File: src/rtl/apb_master_bridge.sv
// Single-command APB master: command -> SETUP -> ACCESS (wait states, optional timeout) -> held response.
// Zero-wait latency: rsp_valid three cycles after the command handshake; response held until rsp_ready.
module apb_master_bridge #(
  parameter int unsigned ADDR_WIDTH     = 32,
  parameter int unsigned DATA_WIDTH     = 8,
  parameter int unsigned TIMEOUT_CYCLES = 16
) (
  input  logic                  pclk,
  input  logic                  prstn,
  input  logic                  cmd_valid,
  output logic                  cmd_ready,
  input  logic [ADDR_WIDTH-1:0] cmd_addr,
  input  logic                  cmd_write,
  input  logic [DATA_WIDTH-1:0] cmd_wdata,
  output logic                  rsp_valid,
  input  logic                  rsp_ready,
  output logic [DATA_WIDTH-1:0] rsp_rdata,
  output logic                  rsp_err,
  output logic [ADDR_WIDTH-1:0] paddr,
  output logic                  pselx,
  output logic                  penable,
  output logic                  pwrite,
  output logic [DATA_WIDTH-1:0] pwdata,
  input  logic                  pready,
  input  logic                  pslverr,
  input  logic [DATA_WIDTH-1:0] prdata
);

  localparam int unsigned CNT_W = (TIMEOUT_CYCLES < 1) ? 1 : $clog2(TIMEOUT_CYCLES + 1);
  localparam logic [CNT_W-1:0] CNT_LAST =
    CNT_W'((TIMEOUT_CYCLES > 0) ? TIMEOUT_CYCLES - 1 : 0);

  typedef enum logic [1:0] {IDLE, SETUP, ACCESS, RESP} state_t;

  state_t                state_q, state_d;
  logic                  cmd_ready_q, cmd_ready_d;
  logic [ADDR_WIDTH-1:0] paddr_q, paddr_d;
  logic                  pwrite_q, pwrite_d;
  logic [DATA_WIDTH-1:0] pwdata_q, pwdata_d;
  logic [DATA_WIDTH-1:0] rsp_rdata_q, rsp_rdata_d;
  logic                  rsp_err_q, rsp_err_d;
  logic [CNT_W-1:0]      cnt_q, cnt_d;

  logic cmd_hs;
  logic timeout_hit;

  // cmd_ready_q is only ever set while in IDLE, so it doubles as the IDLE qualifier
  assign cmd_hs      = cmd_valid & cmd_ready_q;
  assign timeout_hit = (TIMEOUT_CYCLES != 0) && !pready && (cnt_q == CNT_LAST);

  // State register
  always_ff @(posedge pclk) begin
    if (!prstn) begin
      state_q <= IDLE;
    end else begin
      state_q <= state_d;
    end
  end

  // Next-state logic; pready wins over the timeout in the same cycle
  always_comb begin
    state_d = state_q;
    case (state_q)
      IDLE:    if (cmd_hs) state_d = SETUP;
      SETUP:   state_d = ACCESS;
      ACCESS:  if (pready || timeout_hit) state_d = RESP;
      RESP:    if (rsp_ready) state_d = IDLE;
      default: state_d = IDLE;
    endcase
  end

  // Output decode
  always_comb begin
    pselx     = 1'b0;
    penable   = 1'b0;
    rsp_valid = 1'b0;
    case (state_q)
      SETUP:   pselx = 1'b1;
      ACCESS: begin
        pselx   = 1'b1;
        penable = 1'b1;
      end
      RESP:    rsp_valid = 1'b1;
      default: ;
    endcase
  end

  // Datapath: request latch, wait counter, response capture
  always_comb begin
    cmd_ready_d = (state_d == IDLE);
    paddr_d     = paddr_q;
    pwrite_d    = pwrite_q;
    pwdata_d    = pwdata_q;
    rsp_rdata_d = rsp_rdata_q;
    rsp_err_d   = rsp_err_q;
    cnt_d       = cnt_q;

    if (cmd_hs) begin
      paddr_d  = cmd_addr;
      pwrite_d = cmd_write;
      pwdata_d = cmd_wdata;
      cnt_d    = '0;
    end

    if (state_q == ACCESS) begin
      if (pready) begin
        rsp_err_d   = pslverr;
        rsp_rdata_d = pwrite_q ? '0 : prdata;
      end else begin
        cnt_d = cnt_q + CNT_W'(1);
        if (timeout_hit) begin
          rsp_err_d   = 1'b1;
          rsp_rdata_d = '0;
        end
      end
    end
  end

  always_ff @(posedge pclk) begin
    if (!prstn) begin
      cmd_ready_q <= 1'b0;
      paddr_q     <= '0;
      pwrite_q    <= 1'b0;
      pwdata_q    <= '0;
      rsp_rdata_q <= '0;
      rsp_err_q   <= 1'b0;
      cnt_q       <= '0;
    end else begin
      cmd_ready_q <= cmd_ready_d;
      paddr_q     <= paddr_d;
      pwrite_q    <= pwrite_d;
      pwdata_q    <= pwdata_d;
      rsp_rdata_q <= rsp_rdata_d;
      rsp_err_q   <= rsp_err_d;
      cnt_q       <= cnt_d;
    end
  end

  assign cmd_ready = cmd_ready_q;
  assign paddr     = paddr_q;
  assign pwrite    = pwrite_q;
  assign pwdata    = pwdata_q;
  assign rsp_rdata = rsp_rdata_q;
  assign rsp_err   = rsp_err_q;

endmodule

File: config.mk
export PLATFORM = sky130hd
export DESIGN_NAME = apb_master_bridge
export DESIGN_NICKNAME = d
export VERILOG_FILES = /design/src/rtl/apb_master_bridge.sv
export SDC_FILE = /design/constraint.sdc
export NUM_CORES = 1
export LEC_CHECK = 0
export ABC_AREA = 1
export BUFFER_PORTS_ARGS = -buffer_cell sky130_fd_sc_hd__buf_2
export CAP_MARGIN = 40
export CORE_UTILIZATION = 49
export CTS_BUF_LIST = sky130_fd_sc_hd__clkbuf_8 sky130_fd_sc_hd__clkbuf_16
export CTS_CLUSTER_DIAMETER = 150
export CTS_CLUSTER_SIZE = 25
export DETAILED_ROUTE_END_ITERATION = 6
export GPL_TIMING_DRIVEN = 0
export HOLD_SLACK_MARGIN = 0.1
export PLACE_DENSITY = 0.82
export SYNTH_ARGS = -nofsm -noshare
export SYNTH_HDL_FRONTEND = slang
export SYNTH_SLANG_ARGS = --single-unit
File: constraint.sdc
create_clock -name pclk -period 4.36 [get_ports pclk]
set_clock_uncertainty 0.05 [all_clocks]
set_input_delay 0.872 -clock pclk [delete_from_list [all_inputs] [get_ports pclk]]
set_output_delay 0.872 -clock pclk [all_outputs]
set_load 0.01 [all_outputs]
==> impl_metrics.toml, run 1 <==
[synthesis]
synth_edf_count = 0
netlist_instances = 295
ys_types = 22
synth_fa_ha_area_frac = 0.0332
ys_seq_area_frac = 0.514
synth.most_common_cell = "nor2_1"
synth-simple-area-share = 0.248
yosys_most_used_dff = "dfxtp_1"
yosysTopAreaCellShare = 0.514
synth_xor_xnor_area_share = 0.00387
syn_area_per_cell_sq_um = 7.66
synth_top_family_by_area = "simple AND/OR/NAND/NOR gates"
synth-seq-cells = 58
ys_top_cells_by_count = "96 x nor2_1, 58 x dfxtp_1, 51 x o21ai_0"
synth-compound-area-share = 0.134
ys.warnings.count = 0
syn_area_sq_um = 2260
synth_top_area_cell = "dfxtp_1"
synth_area_leaders = "dfxtp_1 51%, nor2_1 16%, o21ai_0 11%"
synthMuxAreaShare = 0
synth-async-reset-ratio = 0
synth_nets = 356

[global_route]
grt_use_total = 0.226
antenna_found_initial = 0
grt.overflow.total = 0
grt_pass1_wl_um = 8900
grt_max_degree = 11
grt_pass1_vias = 2096

[worst_setup_path]
crit_path_cell_trace = "inv_1, ha_1, buf_2"
cp.arrival_ns = 1.29
path_class = "register to output port"
critical-path-top-delay-family = "flip-flops"
crit_required_ns = 3.44
critPathBufInv = 2
critPathLaunchType = "register"
crit_fanout = 5
worstSetupEndpointType = "output port"
slowest_delay_ns = 0.40
cp_slowest_cell = "dfxtp_1"

[layout]
syn_to_final_growth_pct = 35.6
n_antenna_cell = 0
nets = 474
drive_gt1_frac = 0.341
nFillCells = 389

[power]
p_leak_nw = 1.54
power.switching_uw = 519
swShare = 0.314
seqPwrFrac = 0.416
intPower_mw = 1.13
p_clk_frac = 0.304
max-vdd-ir-drop_v = 0.000318
p_total_mw = 1.65
comb_power_share = 0.280
powerDensity_nw_per_um2 = 538

[sta]
fin_crit_sh = 0.508
drv_slew = 0
worst_pin_slew_ns = 0.359
min_period_ns = 2.21
setup_viol = 0
tns_ns = 0
hold_viol = 0
fmax_mhz = 452
rsz0062_at_grt = "false"
relSlewSlack = 0.761

[drt]
post_drt_wl_per_cell_um = 11.1
drt_first_pass_iters = 4
vias = 2258
drc = 0
ant_nets = 0
drt_iter0_drc = 100
vias_per_cell = 4.81
drt_wl_total_um = 5210

[cts]
cts_tree = "done"
cts.clk_slew.worst_paths_ns = 0.06
cts_resized = 0
hold_buffers = 0
htree_num_levels = 3
cts_made_buffers = 9
post-cts-setup-buffers = 0
clock_sinks = 58
ctsLongestPathBuffers = 2
insertion_delay_ns = 0.32
cts-root-buf = "clkbuf_8"

[die]
core_area_sq_um = 4380
start_util = 0.516
fp.dieArea_sq_um = 4890
die_w_um = 69.9
die_h_um = 69.9
fp-row-count = 24
io_pins = 109

[flow_run]
max_cap_viol_count = 0

[placement]
io_buffers = 107
dp_hpwl_um = 3780
gp_congestion = 0.845

[worst_hold_path]
hold_path_class = "register to register"

[status]
run_status = "completed"
[worst reg2reg max path, cell delays in order, from the launching register on]
cell and delay (ns):
dfxtp_1 0.37, ha_1 0.18, inv_1 0.06, nor3_1 0.17, ha_1 0.23, o21ai_2 0.07, inv_2 0.13, buf_6 0.15
nand2_1 0.05, o21ai_1 0.07, nor2_1 0.05
[path summary, 6_finish.rpt]
check / cells after the start / startpoint / end / slack [ns]
setup / recovery: 3 / state_q[0] / penable / 2.15
hold / removal: 2 / cnt_q[4] / cnt_q[4] / 0.42
setup reg to reg: 10 / cnt_q[0] / rsp_rdata[6] / 2.66
hold reg to reg: 2 / cnt_q[4] / cnt_q[4] / 0.42
[registers in the layout, indices dropped and copies added, names as in the netlist]
register   count
rsp_err        1
rsp_rdata      8
pwrite         1
cmd_ready      1
paddr         32
pwdata         8
state_q        2
cnt_q          5
[cell usage in the layout, fill, tap and decap left out]
master	instances
buf_2	116
nor2_1	96
dfxtp_1	58
o21ai_0	51
nand2_1	28
nand3_1	14
clkbuf_8	12
inv_1	11
ha_1	6
a21oi_1	4
clkbuf_2	3
o21ai_2	2
inv_2	2
buf_6	2
o21ai_1	2
nor3_1	1
clkbuf_1	1
buf_1	1
buf_4	1
clkinv_1	1
nor2_8	1
inv_4	1
xnor2_1	1
bufinv_16	1
clkinv_2	1
[final cells by class]
cell class | instances | area, sq um | area share
buffer | 17 | 97.6 | 0.0318
inverter | 14 | 55.1 | 0.0180
timing repair buffer | 107 | 536 | 0.175
clock inverter | 3 | 38.8 | 0.0127
clock buffer | 12 | 165 | 0.0539
sequential | 58 | 1160 | 0.379
tap | 52 | 65.1 | 0.0212
multi-input combinational | 206 | 947 | 0.309
[power groups by stage]
| stage | Sequential [mW] | Combinational (mW) | Clock, mW |
|---|---|---|---|
| final | 0.687 | 0.461 | 0.502 |
| after detailed placement | 0.696 | 0.463 | 0 |
| after global placement | 0.692 | 0.452 | 0 |
| after CTS | 0.686 | 0.466 | 0.510 |
| after floorplan | 0.741 | 0.247 | 0 |
| after global routing | 0.701 | 0.527 | 0.533 |
[through the flow]
stage	hold WS, ns	instance area [sq um]	setup WS [ns]	instances	utilization
after floorplan	0.391	2260	2.69	295	-
after global placement	0.397	2860	2.54	454	0.653
after CTS	0.413	3070	2.14	469	0.699
final	0.419	3070	2.15	469	0.699
after global routing	0.448	3070	2.09	469	0.699
after detailed placement	0.404	2860	2.51	454	0.653
[cell families after synthesis]
family                     Yosys count
AOI/OAI and AO/OA                   59
xor gates and xnor gates             1
adders and majority gates            6
buffers and inverters               31
DFF                                 58
and+or+nand+nor                    140
[routing by layer]
metal  part of all wire  up-vias  GRT usage
met1               0.45      998      0.269
li1                   -     1173          -
met5                  0        -          0
met2               0.47       75      0.379
met4              0.024        0      0.120
met3              0.058       12     0.0491
Note: power is estimated with default switching activity, not from simulation.
==> run 2, diff against run 1 <==
Settings changed: CORE_UTILIZATION 49 to 41, PLACE_DENSITY 0.82 to 0.73.
Clock period 4.36 ns to 1.95 ns, I/O delays scaled along.
==> run 2 against run 1 <==
Compared with the run above: global-route usage shrank 4.1 points; wire length is 3.1% lower; critical path depth unchanged; flip-flop and latch count unchanged; cell count increased by 3.8%; register-to-register slack worse by 2.4 ns; power up 120%; largest cell class unchanged; largest power group unchanged.
==> impl_metrics.toml, run 2 (synthesis results as in run 1) <==
[cts]
hold_buffers = 0
cts_tree = "done"
ctsLongestPathBuffers = 2
cts_resized = 0
insertion_delay_ns = 0.31
clock_sinks = 58
post-cts-setup-buffers = 0
htree_num_levels = 3
cts-root-buf = "clkbuf_8"
cts_made_buffers = 9
cts.clk_slew.worst_paths_ns = 0.06

[die]
fp-row-count = 26
die_h_um = 76.3
fp.dieArea_sq_um = 5820
core_area_sq_um = 5200
die_w_um = 76.3
start_util = 0.434
io_pins = 109

[worst_setup_path]
path_class = "register to output port"
critPathLaunchType = "register"
crit_required_ns = 1.51
crit_fanout = 5
crit_path_cell_trace = "inv_1, ha_1, buf_2"
slowest_delay_ns = 0.40
cp_slowest_cell = "dfxtp_1"
worstSetupEndpointType = "output port"
cp.arrival_ns = 1.24

[drt]
post_drt_wl_per_cell_um = 10.4
ant_nets = 0
vias_per_cell = 4.58
vias = 2229
drt_first_pass_iters = 4
drc = 0
drt_wl_total_um = 5050
drt_iter0_drc = 58

[sta]
fin_crit_sh = 0.863
relSlewSlack = 0.738
timing.hold.ws_ns = 0.270
hold_viol = 0
rsz0062_at_grt = "false"
setup_viol = 0
min_period_ns = 1.68
tns_ns = 0
fmax_mhz = 595
drv_slew = 0
worst_pin_slew_ns = 0.393

[global_route]
grt_pass1_vias = 1950
antenna_found_initial = 0
grt_pass1_wl_um = 8600
grt.overflow.total = 0
grt_max_degree = 11
grt_use_total = 0.185

[layout]
drive_gt1_frac = 0.341
largest_register_ffs = 32
final_cell_mix = "116 x buf_2, 96 x nor2_1, 58 x dfxtp_1, 51 x o21ai_0, 28 x nand2_1"
n_antenna_cell = 0
syn_to_final_growth_pct = 36.6
nets = 474
final_cell_area_sq_um = 3090
nFillCells = 514
layout_commonest_cell = "buf_2"

[power]
power.switching_mw = 1.14
p_total_mw = 3.66
swShare = 0.310
seqPwrFrac = 0.418
powerDensity_nw_per_um2 = 1190
intPower_mw = 2.53
p_leak_nw = 1.54
max-vdd-ir-drop_v = 0.000636
comb_power_share = 0.280
p_clk_frac = 0.302

[placement]
gp_congestion = 0.775
place_area_sq_um = 2880
dp_hpwl_um = 3760
io_buffers = 107

[flow_run]
max_cap_viol_count = 0

[status]
run_status = "completed"

[worst_hold_path]
hold_path_class = "primary input to register"
-- run 2: cell counts in the layout (fill, tap and decap cells not counted) --
Identical to the previous run, type by type.
-- run 2: stage by stage --
step	instances	worst slack, ns	util
4_1_cts	487	0.246	0.593
3_3_place_gp	472	0.328	0.554
2_1_floorplan	295	0.453	-
5_1_grt	487	0.0680	0.593
3_5_place_dp	472	0.254	0.554
6_report	487	0.268	0.593
-- run 2: worst max-delay path: cells and delay by family (launching register included) --
kind	cells	cell delay (ns)
DFF	1	0.40
buffers and inverters	2	0.27
adders and majority gates	1	0.27
-- run 2: area by class of cell --
cell class	instances	area, sq um	area share
flip-flops and latches	58	1160	0.376
well taps	70	87.6	0.0284
clock buffers	12	165	0.0535
inverters	14	55.1	0.0178
clock inverters	3	38.8	0.0126
plain buffers	17	97.6	0.0316
multi-input cells	206	947	0.307
repair buffers	107	536	0.173
-- run 2: power by group through the flow --
stage	combinational, mW	sequential (mW)	clock (mW)
after floorplan	0.553	1.66	0
after detailed placement	1.04	1.56	0
after global routing	1.18	1.57	1.19
after global placement	1.02	1.55	0
final	1.03	1.53	1.11
after CTS	1.04	1.53	1.14
-- run 2: layer usage --
metal,wire length (um),GRT usage,share of wire,vias up
met4,59,0.0808,0.012,0
met2,2310,0.313,0.46,70
met1,2350,0.219,0.47,973
li1,-,-,-,1179
met3,330,0.0479,0.065,7
met5,0,0,0,-
-- run 2: final timing paths --
check	depth (start not counted)	slack, ns	endpoint	start
min reg2reg	2	0.42	cnt_q[4]	cnt_q[4]
max reg2reg	10	0.27	rsp_rdata[6]	cnt_q[0]
max	3	0.27	penable	state_q[0]
min	3	0.27	paddr[7]	cmd_addr[7]
==> run 3, diff against run 2 <==
Settings changed: SETUP_SLACK_MARGIN from default to 0.5.
==> run 3 against run 2 <==
Compared with the run above: register-to-register slack improved by 0.15 ns; highest routed layer unchanged; clock power about the same; wire length increased by 15%; critical endpoint is now rsp_valid; largest power group unchanged; global-route usage increased by 1.9 points.
==> impl_metrics.toml, run 3 (synthesis results as in run 1) <==
[status]
run_status = "completed"

[layout]
layout_commonest_cell = "buf_2"
n_antenna_cell = 0
largest_register_ffs = 32
final_cell_mix = "114 x buf_2, 96 x nor2_1, 54 x dfxtp_1, 44 x o21ai_0, 25 x nand2_1"
drive_gt1_frac = 0.411
nets = 489
syn_to_final_growth_pct = 46.1
post-route-util = 0.635
instances_no_fill = 503

[placement]
placed_cells = 472
io_buffers = 107
gp_congestion = 0.750
dp_hpwl_um = 3930

[power]
p_leak_nw = 1.62
max-vdd-ir-drop_v = 0.000815
powerDensity_nw_per_um2 = 1180
p_total_mw = 3.89

[worst_hold_path]
holdCritStartpoint = "cmd_addr[10]"
hold_path_class = "primary input to register"

[cts]
cts-root-buf = "clkbuf_8"
clock_sinks = 58
cts.clk_slew.worst_paths_ns = 0.06
cts_made_buffers = 9
insertion_delay_ns = 0.32
htree_num_levels = 3
ctsLongestPathBuffers = 2
hold_buffers = 0
cts_tree = "done"

[die]
fp.dieArea_sq_um = 5820
io_pins = 109
start_util = 0.434
fp-row-count = 26
die_w_um = 76.3
core_area_sq_um = 5200
die_h_um = 76.3

[drt]
drt_iter0_drc = 88
vias_per_cell = 4.67
ant_nets = 0
drc = 0
drt_first_pass_iters = 4
post_drt_wl_per_cell_um = 11.6
drt_wl_total_um = 5820
vias = 2347

[sta]
fmax_mhz = 640
drv_slew = 0
worst_pin_slew_ns = 0.378
tns_ns = 0
setup_viol = 0
fin_crit_sh = 0.802
rsz0062_at_grt = "true"
hold_viol = 0
min_period_ns = 1.56
relSlewSlack = 0.748

[global_route]
grt_max_degree = 11
grt_pass1_wl_um = 9560
antenna_found_initial = 0
grt.overflow.total = 0
grt_pass1_vias = 2208
grt_use_total = 0.204

[worst_setup_path]
crit_required_ns = 1.51
critPathLaunchType = "register"
cp.arrival_ns = 1.12
crit_fanout = 3
path_class = "register to output port"
r2r_start = "cnt_q[1]"
startpoint = "state_q[0]"
worstSetupEndpointType = "output port"

[flow_run]
max_cap_viol_count = 0
## run 3: power breakdown
group	internal, mW	total (mW)	switching (mW)	leakage, nW
registers	1.42	1.55	0.129	0.475
clock network	0.644	1.09	0.449	0.113
logic	0.565	1.25	0.681	1.03
total	2.63	3.89	1.26	1.62
## run 3: final timing paths
path | to | slack [ns] | cells past startpoint
worst max-delay path | rsp_valid | 0.39 | 3
worst min-delay path | paddr[10] | 0.26 | 3
worst max register to register | rsp_rdata[6] | 0.42 | 10
worst min register to register | cnt_q[4] | 0.42 | 2
## run 3: through the flow
step / hold slack [ns] / setup slack (ns) / cell area, sq um
global placement: 0.397 / 0.366 / 2900
global route: 0.261 / 0.307 / 3300
CTS: 0.244 / 0.366 / 3230
finish: 0.261 / 0.387 / 3300
floorplan: 0.391 / 0.506 / 2270
detailed placement: 0.408 / 0.377 / 2900
## run 3: what timing repair did
action                                  CTS  global route
gates resized for setup                  17             9
setup buffers                            10             4
pin swaps                                 2             7
gates cloned                              1             0
endpoints found under the setup margin   12            14
## run 3: layout make-up
| type | count | area (sq um) |
|---|---|---|
| fill | 483 | 1900 |
| clock buffer | 11 | 151 |
| inverter | 14 | 60.1 |
| buffer | 17 | 97.6 |
| sequential | 58 | 1170 |
| timing repair buffer | 122 | 668 |
| clock inverter | 5 | 46.3 |
| tap | 70 | 87.6 |
| multi-input combinational | 206 | 1020 |
## run 3: routing by layer
layer	wire length (um)	global-route usage	vias up
met3	352	0.0515	7
met1	2650	0.242	1053
li1	-	-	1209
met4	63	0.102	0
met5	0	0	-
met2	2760	0.341	78
## run 3: critical path: stages (launching register included)
cell	delay, ns
dfxtp_2	0.34
buf_4	0.14
ha_2	0.20
buf_6	0.12
